===== src/rtl/pwm_ramp_ctrl_pkg.sv =====
// Shared definitions for the PWM duty ramp controller: FSM state encoding and
// default duty limits/timing used as parameter defaults.
package pwm_ramp_ctrl_pkg;

  typedef enum logic [1:0] {
    IDLE = 2'd0,
    UP   = 2'd1,
    DOWN = 2'd2
  } ramp_state_e;

  localparam int unsigned DEF_DUTY_W   = 32;
  localparam int unsigned DEF_DC_MIN   = 5000;
  localparam int unsigned DEF_DC_MAX   = 150000;
  localparam int unsigned DEF_DC_RESET = 25000;
  localparam int unsigned DEF_STEP     = 2500;
  localparam int unsigned DEF_TICK_DIV = 2500000;

endpackage


===== src/rtl/ramp_tick_gen.sv =====
// Free-running 0..TICK_DIV-1 step-rate counter with synchronous restart; tick is
// high for the single cycle the counter sits on its terminal count.
module ramp_tick_gen #(
  parameter int unsigned TICK_DIV = 2500000
) (
  input  logic clk,
  input  logic rst,
  input  logic restart,
  output logic tick
);

  localparam int unsigned CNT_W = (TICK_DIV > 1) ? $clog2(TICK_DIV) : 1;
  localparam logic [CNT_W-1:0] CNT_LAST = CNT_W'(TICK_DIV - 1);

  logic [CNT_W-1:0] cnt_q, cnt_d;

  always_comb begin
    cnt_d = cnt_q + 1'b1;
    if (restart || (cnt_q == CNT_LAST)) begin
      cnt_d = '0;
    end
  end

  // NOTE: state registers use non-blocking assignments so every flop samples
  // pre-edge values; reset is asynchronous and active-low.
  always_ff @(posedge clk or negedge rst) begin
    if (!rst) begin
      cnt_q <= '0;
    end else begin
      cnt_q <= cnt_d;
    end
  end

  assign tick = (cnt_q == CNT_LAST);

endmodule


===== src/rtl/pwm_ramp_ctrl.sv =====
// Duty-cycle ramp sequencer: steps duty_out toward an accepted target, one step
// per tick, applied only on PWM period boundaries. Define PWM_RAMP_RANGE_ERR_EN
// to reject (err pulse) out-of-range targets instead of clamping them.
module pwm_ramp_ctrl
  import pwm_ramp_ctrl_pkg::*;
#(
  parameter int unsigned DUTY_W   = DEF_DUTY_W,
  parameter int unsigned DC_MIN   = DEF_DC_MIN,
  parameter int unsigned DC_MAX   = DEF_DC_MAX,
  parameter int unsigned DC_RESET = DEF_DC_RESET,
  parameter int unsigned STEP     = DEF_STEP,
  parameter int unsigned TICK_DIV = DEF_TICK_DIV
) (
  input  logic              clk,
  input  logic              rst,
  input  logic              tgt_valid,
  output logic              tgt_ready,
  input  logic [DUTY_W-1:0] tgt_duty,
  input  logic              abort,
  input  logic              period_end,
  output logic [DUTY_W-1:0] duty_out,
  output logic              busy,
  output logic              done,
  output logic              err
);

  localparam logic [DUTY_W:0]   MIN_X   = (DUTY_W+1)'(DC_MIN);
  localparam logic [DUTY_W:0]   MAX_X   = (DUTY_W+1)'(DC_MAX);
  localparam logic [DUTY_W:0]   STEP_X  = (DUTY_W+1)'(STEP);
  localparam logic [DUTY_W-1:0] RESET_D = DUTY_W'(DC_RESET);

  ramp_state_e       state_q, state_d;
  logic [DUTY_W-1:0] duty_q, duty_d;
  logic [DUTY_W-1:0] target_q, target_d;
  logic              pending_q, pending_d;
  logic              done_q, done_d;
  logic              tick, restart, apply;
  logic [DUTY_W:0]   duty_x, target_x, tgt_x, clamp_x, up_x, dn_x, next_x;

  ramp_tick_gen #(.TICK_DIV(TICK_DIV)) u_tick (
    .clk     (clk),
    .rst     (rst),
    .restart (restart),
    .tick    (tick)
  );

  // All ramp arithmetic is one bit wider than the duty so nothing wraps.
  assign duty_x   = {1'b0, duty_q};
  assign target_x = {1'b0, target_q};
  assign tgt_x    = {1'b0, tgt_duty};
  assign clamp_x  = (tgt_x < MIN_X) ? MIN_X : ((tgt_x > MAX_X) ? MAX_X : tgt_x);
  assign up_x     = duty_x + STEP_X;
  assign dn_x     = (duty_x > STEP_X) ? (duty_x - STEP_X) : '0;
  assign next_x   = (state_q == UP) ? ((up_x > target_x) ? target_x : up_x)
                                    : ((dn_x < target_x) ? target_x : dn_x);
  assign apply    = period_end && (pending_q || tick);

`ifdef PWM_RAMP_RANGE_ERR_EN
  logic err_q, err_d;
  logic in_range;
  assign in_range = (tgt_x >= MIN_X) && (tgt_x <= MAX_X);
`endif

  always_comb begin
    // NOTE: every signal gets a default first so no path leaves a latch.
    state_d   = state_q;
    duty_d    = duty_q;
    target_d  = target_q;
    pending_d = pending_q;
    done_d    = 1'b0;
    restart   = 1'b0;
`ifdef PWM_RAMP_RANGE_ERR_EN
    err_d     = 1'b0;
`endif
    case (state_q)
      IDLE: begin
        if (tgt_valid) begin
`ifdef PWM_RAMP_RANGE_ERR_EN
          if (!in_range) begin
            err_d = 1'b1;
          end else
`endif
          begin
            target_d  = clamp_x[DUTY_W-1:0];
            restart   = 1'b1;
            pending_d = 1'b0;
            if (clamp_x > duty_x) begin
              state_d = UP;
            end else if (clamp_x < duty_x) begin
              state_d = DOWN;
            end else begin
              done_d = 1'b1;
            end
          end
        end
      end
      UP, DOWN: begin
        if (abort) begin
          state_d   = IDLE;
          pending_d = 1'b0;
        end else if (apply) begin
          duty_d    = next_x[DUTY_W-1:0];
          pending_d = 1'b0;
          if (next_x == target_x) begin
            state_d = IDLE;
            done_d  = 1'b1;
          end
        end else if (tick) begin
          pending_d = 1'b1;
        end
      end
      default: state_d = IDLE;
    endcase
  end

  always_ff @(posedge clk or negedge rst) begin
    if (!rst) begin
      state_q   <= IDLE;
      duty_q    <= RESET_D;
      target_q  <= RESET_D;
      pending_q <= 1'b0;
      done_q    <= 1'b0;
`ifdef PWM_RAMP_RANGE_ERR_EN
      err_q     <= 1'b0;
`endif
    end else begin
      state_q   <= state_d;
      duty_q    <= duty_d;
      target_q  <= target_d;
      pending_q <= pending_d;
      done_q    <= done_d;
`ifdef PWM_RAMP_RANGE_ERR_EN
      err_q     <= err_d;
`endif
    end
  end

  assign duty_out  = duty_q;
  assign busy      = (state_q != IDLE);
  assign tgt_ready = (state_q == IDLE);
  assign done      = done_q;
`ifdef PWM_RAMP_RANGE_ERR_EN
  assign err       = err_q;
`else
  assign err       = 1'b0;
`endif

endmodule


===== config.mk =====
export PLATFORM = sky130hd
export DESIGN_NAME = pwm_ramp_ctrl
export DESIGN_NICKNAME = d
export VERILOG_FILES = /design/src/rtl/pwm_ramp_ctrl_pkg.sv /design/src/rtl/ramp_tick_gen.sv /design/src/rtl/pwm_ramp_ctrl.sv
export SDC_FILE = /design/constraint.sdc
export NUM_CORES = 1
export LEC_CHECK = 0
export ABC_AREA = 0
export CAP_MARGIN = 20
export CORE_ASPECT_RATIO = 1.4
export CORE_MARGIN = 10
export CORE_UTILIZATION = 41
export CTS_CLUSTER_SIZE = 20
export DETAILED_ROUTE_END_ITERATION = 16
export GPL_TIMING_DRIVEN = 1
export PLACE_DENSITY_LB_ADDON = 0.12
export RECOVER_POWER = 100
export SYNTH_ARGS = -nofsm -noshare
export SYNTH_HDL_FRONTEND = slang
export SYNTH_SLANG_ARGS = --single-unit

===== constraint.sdc =====
create_clock -name clk -period 8.58 [get_ports clk]
set_clock_uncertainty 0.05 [all_clocks]
set_input_delay 1.716 -clock clk [delete_from_list [all_inputs] [get_ports clk]]
set_output_delay 1.716 -clock clk [all_outputs]
set_load 0.01 [all_outputs]

Word level (Yosys, flattened, before mapping)
Index checks and enable logic that the tools add are counted.
{"block": "totals", "ff_bits": 90, "inputBits": 37, "out_inout_bits": 36, "word_cells": 65}
{"block": "classes", "add_sub_neg": 3, "n_lt_le_gt_ge": 7, "eq_ne": 9, "mux": 28, "bitwise_logic": 1, "n_reduce_logical": 11}
{"op": "33-bit 2-to-1 mux", "count": 4}
{"op": "32-bit 2-to-1 mux", "count": 2}
{"op": "32-bit by 12-bit adder with 33-bit output, second input constant", "count": 1}
{"op": "33-bit by 32-bit equality test with 1-bit output", "count": 1}
{"op": "33-bit by 32-bit greater-than comparator with 1-bit output", "count": 1}
{"op": "33-bit by 32-bit < comparator with 1-bit output", "count": 1}
{"op": "32-bit by 12-bit subtractor with 33-bit output, second input constant", "count": 1}
{"op": "32-bit by 12-bit greater-than comparator with 1-bit output, second input constant", "count": 1}
{"op": "32-bit by 18-bit greater-than comparator with 1-bit output, second input constant", "count": 1}
{"op": "32-bit greater-than comparator", "count": 1}
{"op": "32-bit by 13-bit < comparator with 1-bit output, second input constant", "count": 1}
{"op": "32-bit < comparator", "count": 1}
{"op": "22-bit by 1-bit adder with 22-bit output, second input constant", "count": 1}
{"op": "22-bit equality test, second input constant", "count": 1}
{"op": "22-bit 2-to-1 mux", "count": 1}
{"op": "1-bit 2-to-1 mux", "count": 12}
{"op": "2-bit 2-to-1 mux", "count": 6}
{"op": "3-bit != test, second input constant", "count": 2}
{"op": "3-bit AND reduction", "count": 2}
{"op": "4-bit != test, second input constant", "count": 1}
{"op": "1-bit case mux with 2 select lines", "count": 2}
{"op": "2-bit case mux with 2 select lines", "count": 1}
{"op": "4-bit AND reduction", "count": 1}
{"op": "2-bit nonzero test", "count": 2}
{"op": "10 further kinds", "count": 11}

Depth between registers and ports, before layout
Gate-level depths: netlist of run 1.
{"block": "depth", "depth_word": 10, "ltp_mapped": 21, "mapped_depth_nobuf": 21}

By module
A second synthesis of run 1 with hierarchy kept.
{"block": "unflattened", "hier_cells": 1275, "area_unflattened_um2": 10029.6}
{"module": "pwm_ramp_ctrl", "n_inst": 1, "cells_each": 1149, "area_per_inst_um2": 8818.5, "seq_area_each_um2": 1716.6}
{"module": "ramp_tick_gen", "n_inst": 1, "cells_each": 126, "area_per_inst_um2": 1211.2, "seq_area_each_um2": 550.5}

Worst setup path before layout of run 1
No wires, ideal clock.
{"block": "synth_path", "path_kind": "input port to flip-flop", "start": "in tgt_duty[26]", "end": "reg state_q[0]", "setup_time_ns": 0.126, "t_arrival_ns": 5.881, "required_time_ns": 8.404, "setup_slack_ns": 2.523, "cell_stages": 20, "n_path_buf": 0, "cell_sequence": "or4_1 -> o21ai_0 -> a21oi_1 -> o31ai_1 -> nand2_1 -> a221oi_1 -> nor2b_1 -> and2_1 -> ha_1 -> nor2b_1 -> o21a_1 -> o21a_1 -> o21a_1 -> o21a_1 -> o21ai_0 -> a21oi_1 -> o21ai_0 -> a31oi_1 -> a211oi_1 -> o21bai_1"}
{"block": "synth_between", "elab_chain_len": 7, "word_cells_on_any_way": 11, "classes_between": "order compare (4); eq/ne (1); mux (5); reduce/logical (1)"}
{"element": "from (decl)", "line": "pwm_ramp_ctrl.sv:18", "rtl": "input logic [DUTY_W-1:0] tgt_duty,"}
{"element": "32-bit by 18-bit greater-than comparator with 1-bit output", "line": "pwm_ramp_ctrl.sv:51", "rtl": "assign clamp_x = (tgt_x < MIN_X) ? MIN_X : ((tgt_x > MAX_X) ? MAX_X : tgt_x);"}
{"element": "32-bit 2-to-1 mux", "line": "pwm_ramp_ctrl.sv:51"}
{"element": "32-bit 2-to-1 mux (*)", "line": "pwm_ramp_ctrl.sv:51"}
{"element": "net clamp_x[1]", "line": "pwm_ramp_ctrl.sv:38", "rtl": "logic [DUTY_W:0] duty_x, target_x, tgt_x, clamp_x, up_x, dn_x, next_x;"}
{"element": "32-bit greater-than comparator", "line": "pwm_ramp_ctrl.sv:87", "rtl": "if (clamp_x > duty_x) begin"}
{"element": "2-bit 2-to-1 mux", "line": "pwm_ramp_ctrl.sv:87"}
{"element": "2-bit 2-to-1 mux", "line": "pwm_ramp_ctrl.sv:77", "rtl": "if (tgt_valid) begin"}
{"element": "2-bit case mux with 2 select lines", "line": "pwm_ramp_ctrl.sv:75", "rtl": "case (state_q)"}
{"element": "to (signal assigned)", "line": "pwm_ramp_ctrl.sv:127", "rtl": "state_q <= state_d;"}
{"element": "to (decl)", "line": "pwm_ramp_ctrl.sv:32", "rtl": "ramp_state_e state_q, state_d;"}
The timed path passes the listed nets; every way through them passes the cells marked *. The select of a mux whose other input is x is not followed.
A chain may end at the register's enable or synchronous reset.

Worst setup path after layout of run 1
{"block": "layout_path", "start": "reg duty_q[12], in the netlist duty_out[12]", "end": "reg state_q[0]"}
{"block": "layout_between", "elab_chain_len": 8, "word_cells_on_any_way": 18, "classes_between": "add/sub (2); order compare (5); eq/ne (3); mux (7); reduce/logical (1)"}
{"element": "from (decl)", "line": "pwm_ramp_ctrl.sv:33", "rtl": "logic [DUTY_W-1:0] duty_q, duty_d;"}
{"element": "from (signal assigned)", "line": "pwm_ramp_ctrl.sv:128", "rtl": "duty_q <= duty_d;"}
{"element": "32-bit by 12-bit subtractor with 33-bit output or 32-bit by 12-bit greater-than comparator with 1-bit output (tied branches)", "line": "pwm_ramp_ctrl.sv:53", "rtl": "assign dn_x = (duty_x > STEP_X) ? (duty_x - STEP_X) : '0;"}
{"element": "33-bit 2-to-1 mux", "line": "pwm_ramp_ctrl.sv:53"}
{"element": "33-bit by 32-bit < comparator with 1-bit output", "line": "pwm_ramp_ctrl.sv:55", "rtl": ": ((dn_x < target_x) ? target_x : dn_x);"}
{"element": "33-bit 2-to-1 mux", "line": "pwm_ramp_ctrl.sv:55"}
{"element": "33-bit 2-to-1 mux", "line": "pwm_ramp_ctrl.sv:54", "rtl": "assign next_x = (state_q == UP) ? ((up_x > target_x) ? target_x : up_x)"}
{"element": "33-bit by 32-bit equality test with 1-bit output", "line": "pwm_ramp_ctrl.sv:104", "rtl": "if (next_x == target_x) begin"}
{"element": "3-bit != test (no line)"}
{"element": "4-bit AND reduction (no line)"}
Several ways; a longest one is shown, not always the timed one. The select of a mux whose other input is x is not followed.

==> flow_metrics.tcl, run 1 <==
set metrics [dict create \
    status "finished with violations" \
    violations "max-capacitance violations, max-slew violations" \
    synth_edf_count 0 \
    synth-async-reset-ratio_pct 100 \
    place_hpwl_mm 27.8 \
    antenna_found_initial 0 \
    reg2reg_from "duty_out[12]" \
    drv_cap 4 \
    path_class "reg2reg" \
    drt_iter0_drc 676 \
    antenna_cells 0 \
    grt_first_pass_wirelength_mm 54.7 \
    synth_flop_cell "dfrtp_1" \
    dr_total_vias 9251 \
    ant_nets 0 \
    setup_viol 0 \
    final_cells 1491 \
    hp-start "pending_q" \
    fin_crit_ps 7080 \
    layout-drive-gt1-share_pct 6.62 \
    leakage_uw 0.00431 \
    grt_max_degree 64 \
    dp_cells 1474 \
    clkTransAtPathRegs_ps 70 \
    peakVddDrop_uv 105 \
    critPathLaunch "duty_out[12]" \
    period_share_pct 82.5 \
    initial_utilization_pct 41.8 \
    ys_seq_area_share_pct 24.6 \
    slew_viol_final 127 \
    cts_root_buf "clkbuf_16" \
    tns_ps 0 \
    cts_tree "done" \
    grt_pass1_vias 9275 \
    slew_headroom_pct -131 \
    drc 0 \
    cts_buffer_depth 2 \
    ys_warn_count 0 \
    numCtsBuffers 9 \
    io_buffers 71 \
    die_height_um 197 \
    ys_ff_latch 90 \
    avgSynthCellArea_um2 8.21 \
    cts_sinks 90 \
    worstMarginPinSlew_ps 3470 \
    finalHoldViolCount 0 \
    crit_required_ps 8780 \
    postCtsSetupBuffers 0 \
    dr.pass1.iters 6 \
    hold_buffers 0 \
    die_x_um 147 \
    vias_per_cell 6.20 \
    nets 1328 \
    power_per_cell_area_nw_per_um2 121 \
    wl_mm 35.4 \
    hold_ws_ps 465 \
    p_total_uw 1280 \
    synth_cell_types 83 \
    cp.arrival_ps 7280 \
    fmax_mhz 141 \
    synthesis.area_um2 9210 \
    core_um2 22000 \
    cp-end-kind "flop" \
    syn-instance-count 1122 \
    rsz0062_at_grt "no" \
    placed_area_um2 10300 \
    worstPathMaxFanout 11 \
    worst_setup_path_start_kind "flop" \
    hold_class "reg2reg" \
    die_area_um2 28900 \
    place.gp.congestion 1.00 \
    cts_resized 0 \
    gr-total-overflow 0 \
    rows 64 \
    area_growth_pct 14.4 \
    wire_per_inst_um 23.8 \
    grtUsageTotal_pct 24.2 \
    design_area_um2 10500 \
    cts_max_level 3 \
    clock_latency_ps 370 \
    io_pins 73 \
]
cell type report:
cell class / count / area (um^2)
Timing Repair Buffer: 87 / 806
Sequential cell: 90 / 2270
Tap cell: 297 / 372
Clock inverter: 6 / 72.6
Inverter: 99 / 372
Clock buffer: 10 / 229
Multi-Input combinational cell: 902 / 6420
Fill cell: 2225 / 11500
kinds of logic after synthesis:
group | Yosys count | share of synthesized area [%]
mux | 22 | 2.66
other cells | 1 | 0.0407
simple gates | 343 | 19.2
xor+xnor | 87 | 8.27
fa+ha+maj | 102 | 13.9
buf+inv | 144 | 6.14
compound gates | 333 | 25.2
flops | 90 | 24.6
per-stage QoR:
step	util, %	worst slack [ps]
floorplan	-	2520
global placement	46.7	1950
detailed placement	46.7	1880
CTS	48.1	2210
global route	47.9	1010
finish	47.9	1500
flip-flops by register name, summed over array words and instances, names as in the netlist:
register / cells
done: 1
target_q: 32
duty_out: 32
u_tick.cnt_q: 22
pending_q: 1
state_q: 2
power by group:
| group | internal, uW | switching, uW |
|---|---|---|
| logic | 124 | 273 |
| registers | 437 | 12.1 |
| clock network | 231 | 202 |
| total | 791 | 487 |
routing by layer:
| layer | vias to the layer above | part of all wire (%) | track usage (%) |
|---|---|---|---|
| met1 | 4467 | 39 | 27.3 |
| met2 | 376 | 50 | 42.4 |
| met5 | - | 0 | 0 |
| met3 | 107 | 5.4 | 3.14 |
| li1 | 4301 | - | - |
| met4 | 0 | 6.0 | 15.2 |
worst paths after layout:
kind                       slack, ps  cells after the start           end
setup / recovery                1500                     17    state_q[0]
hold / removal                   460                      2     pending_q
setup reg to reg                1500                     17    state_q[0]
hold reg to reg                  460                      2     pending_q
max in group asynchronous       2760                      2  target_q[12]
min in group asynchronous       1700                      1  target_q[26]
cell usage in the layout (no fill, tap or decap), types with 17 or more instances in the layout:
| cell | count |
|---|---|
| o21ai_0 | 62 |
| dfrtp_1 | 78 |
| clkdlybuf4s50_1 | 38 |
| dlygate4sd3_1 | 32 |
| ha_1 | 102 |
| a211oi_1 | 18 |
| nand4_1 | 38 |
| nor3_1 | 21 |
| xnor2_1 | 70 |
| mux2_2 | 20 |
| inv_1 | 93 |
| a21oi_1 | 80 |
| nand2_1 | 65 |
| nor4_1 | 23 |
| xor2_1 | 17 |
| a21o_1 | 18 |
| nand3_1 | 35 |
| nor2_1 | 89 |
critical path, stage by stage, from the launching register on:
cell and delay (ps):
dfrtp_1 600, nand4_1 280, nor4_1 1410, nand3_1 440, xnor2_1 500, inv_1 80
ha_1 300, nand4_1 180, nor4_1 560, and4_1 340, o31ai_1 120, a31oi_1 640
o31ai_1 160, a211oi_1 370, o2111ai_1 300, nor3_4 330, a211oi_1 120, o21bai_1 160
synthesized netlist by cell type, types with 18 or more instances:
master      n  area share [%]
nand3_1    35             1.9
dfrtp_1    78              21
nor4_1     22             1.5
a211oi_1   18             1.5
nor3_1     21             1.1
a21oi_1    80             4.3
clkbuf_1   25             1.0
nand2_1    65             2.6
o21ai_0    62             3.4
inv_1      93             3.8
a21o_1     18             1.5
xnor2_1    70             6.7
mux2_2     20             2.4
ha_1      102              14
nor2_1     89             3.6
nand4_1    38             2.6
No activity file was read; power rests on OpenSTA's default activity.
==> inputs of run 2 (changes only) <==
==> constraint.sdc (replaced) <==
create_clock -name clk -period 6 [get_ports clk]
set_clock_uncertainty 0.05 [all_clocks]
set_input_delay 1.2 -clock clk [delete_from_list [all_inputs] [get_ports clk]]
set_output_delay 1.2 -clock clk [all_outputs]
set_load 0.01 [all_outputs]
==> run 2 against run 1 <==
The run still ends with max-capacitance violations, max-slew violations left; combinational power grew 51%; cell count increased by 3.7%; via count rose by 2.2%; largest power group is now the clock network; hold slack lost 5.0 ps; largest cell class unchanged; die area unchanged; non-clock buffer count up 55; cell area grew 4.1%; worst setup slack worse by 1200 ps; count of clock-buffer cells in the layout is 1 lower; total power rose by 48%; first-iteration DRC count down 7.5%; highest routed layer unchanged.
==> flow_metrics.tcl, run 2 (synthesized netlist as in run 1, its figures left out) <==
set metrics [dict create \
    status "finished with violations" \
    violations "max-capacitance violations, max-slew violations" \
    antenna_cells 0 \
    fin_crit_ps 5690 \
    finalHoldViolCount 0 \
    rsz0062_at_grt "no" \
    grtUsageTotal_pct 24.5 \
    crit_required_ps 6200 \
    r2r_end "state_q[0]" \
    final_cells 1546 \
    place_hpwl_mm 28.8 \
    dr_total_vias 9453 \
    cts_buffer_depth 2 \
    cts_sinks 90 \
    slew_viol_final 93 \
    r2r_setup_slack_ps 310 \
    grt_first_pass_wirelength_mm 55.3 \
    peakVddDrop_uv 207 \
    numCtsBuffers 9 \
    wire_per_inst_um 23.3 \
    mostFrequentLayoutCells "ha_1, inv_1, nor2_1, a21oi_1, dfrtp_1" \
    final_common_cell "ha_1" \
    io_buffers 71 \
    grt_pass1_vias 9586 \
    hold_buffers 0 \
    fmax_mhz 176 \
    worstMarginPinSlew_ps 1730 \
    cp.arrival_ps 5900 \
    clkTransAtPathRegs_ps 80 \
    leakage_uw 0.00458 \
    dp_cells 1529 \
    drv_cap 2 \
    grt_max_degree 64 \
    io_pins 73 \
    cts_tree "done" \
    drc 0 \
    vias_per_cell 6.11 \
    cts_max_level 3 \
    critPathCapture "state_q[0]" \
    drt_iter0_drc 625 \
    cts_root_buf "clkbuf_16" \
    gr-total-overflow 0 \
    wl_mm 36.0 \
    nFillCells 2276 \
    antenna_found_initial 0 \
    core_um2 22000 \
    tns_ps 0 \
    critPathLaunch "duty_out[4]" \
    reg2reg_from "duty_out[4]" \
    die_height_um 197 \
    slew_headroom_pct -15.5 \
    initial_utilization_pct 41.8 \
    worst_setup_path_start_kind "flop" \
    place.gp.congestion 0.998 \
    power_per_cell_area_nw_per_um2 172 \
    worstPathMaxFanout 17 \
    cp-end-kind "flop" \
    die_x_um 147 \
    worstRegToRegCells 19 \
    hold_class "reg2reg" \
    ant_nets 0 \
    path_class "reg2reg" \
    setup_viol 0 \
    hold_depth 2 \
    die_area_um2 28900 \
    rows 64 \
    period_share_pct 94.9 \
    nets 1383 \
    area_growth_pct 19.1 \
    clock_latency_ps 370 \
    layout-drive-gt1-share_pct 10.9 \
    dr.pass1.iters 5 \
]
## run 2: cell count changes in the layout (fill, tap and decap cells not counted), moves of 2 or more
cell      previous run  this run
and2_0               5         0
dfstp_2              8        10
dfstp_1              4         2
buf_4               11        58
inv_8                1         3
clkbuf_2             0         3
clkbuf_1             7        10
and2_1               6        11
inv_6                3         0
## run 2: what timing repair did
item,in CTS,in global routing
buffers inserted,0,0
endpoints found under the setup margin,0,2
resized for setup,0,1
## run 2: how the worst min path moves through the flow
stage	slack (ps)	start	end
6_report	460	pending_q	pending_q
5_1_grt	490	pending_q	pending_q
4_1_cts	460	pending_q	pending_q
3_5_place_dp	440	pending_q	pending_q
3_3_place_gp	430	pending_q	pending_q
2_1_floorplan	410	pending_q	pending_q
## run 2: layout make-up
| type | count | area (um^2) | area share [%] |
|---|---|---|---|
| clock buffers | 9 | 225 | 2.05 |
| clock inverters | 7 | 96.3 | 0.878 |
| inverters | 99 | 372 | 3.39 |
| multi-input cells | 902 | 6430 | 58.6 |
| flip-flops and latches | 90 | 2270 | 20.7 |
| well taps | 297 | 372 | 3.39 |
| repair buffers | 142 | 1210 | 11.0 |
## run 2: metal layers
layer / GRT usage [%] / part of all wire (%) / up-vias
li1: - / - / 4406
met1: 27.9 / 39 / 4599
met2: 43.0 / 50 / 361
met3: 3.62 / 5.5 / 87
met4: 13.3 / 5.1 / 0
met5: 0 / 0 / -
## run 2: worst max-delay path, stage by stage (launching register included)
cell	delay [ps]
dfrtp_1	590
nor4_4	570
o41ai_2	220
buf_4	230
or4_1	490
a21oi_1	370
ha_1	320
nand4_1	180
nor3_1	70
a221oi_1	270
buf_4	170
o2111a_1	270
a21oi_2	80
clkbuf_2	360
a32o_1	320
mux2i_1	130
o2111ai_1	240
nor3_4	330
a211oi_1	130
o21bai_1	170
## run 2: power by group
part | total (uW) | internal [uW] | switching, uW
Combinational | 601 | 200 | 402
Sequential | 643 | 624 | 18.5
Clock | 649 | 337 | 311
Total | 1890 | 1160 | 731
## run 2: metrics by stage
step	utilization (%)	instance area (um^2)	setup WS [ps]	total power [uW]	hold slack, ps
floorplan	-	9270	459	988	413
global placement	48.6	10700	476	1270	433
detailed placement	48.6	10700	391	1260	444
CTS	50.0	11000	463	1910	463
global route	49.8	11000	37.7	1970	490
finish	49.8	11000	306	1890	460
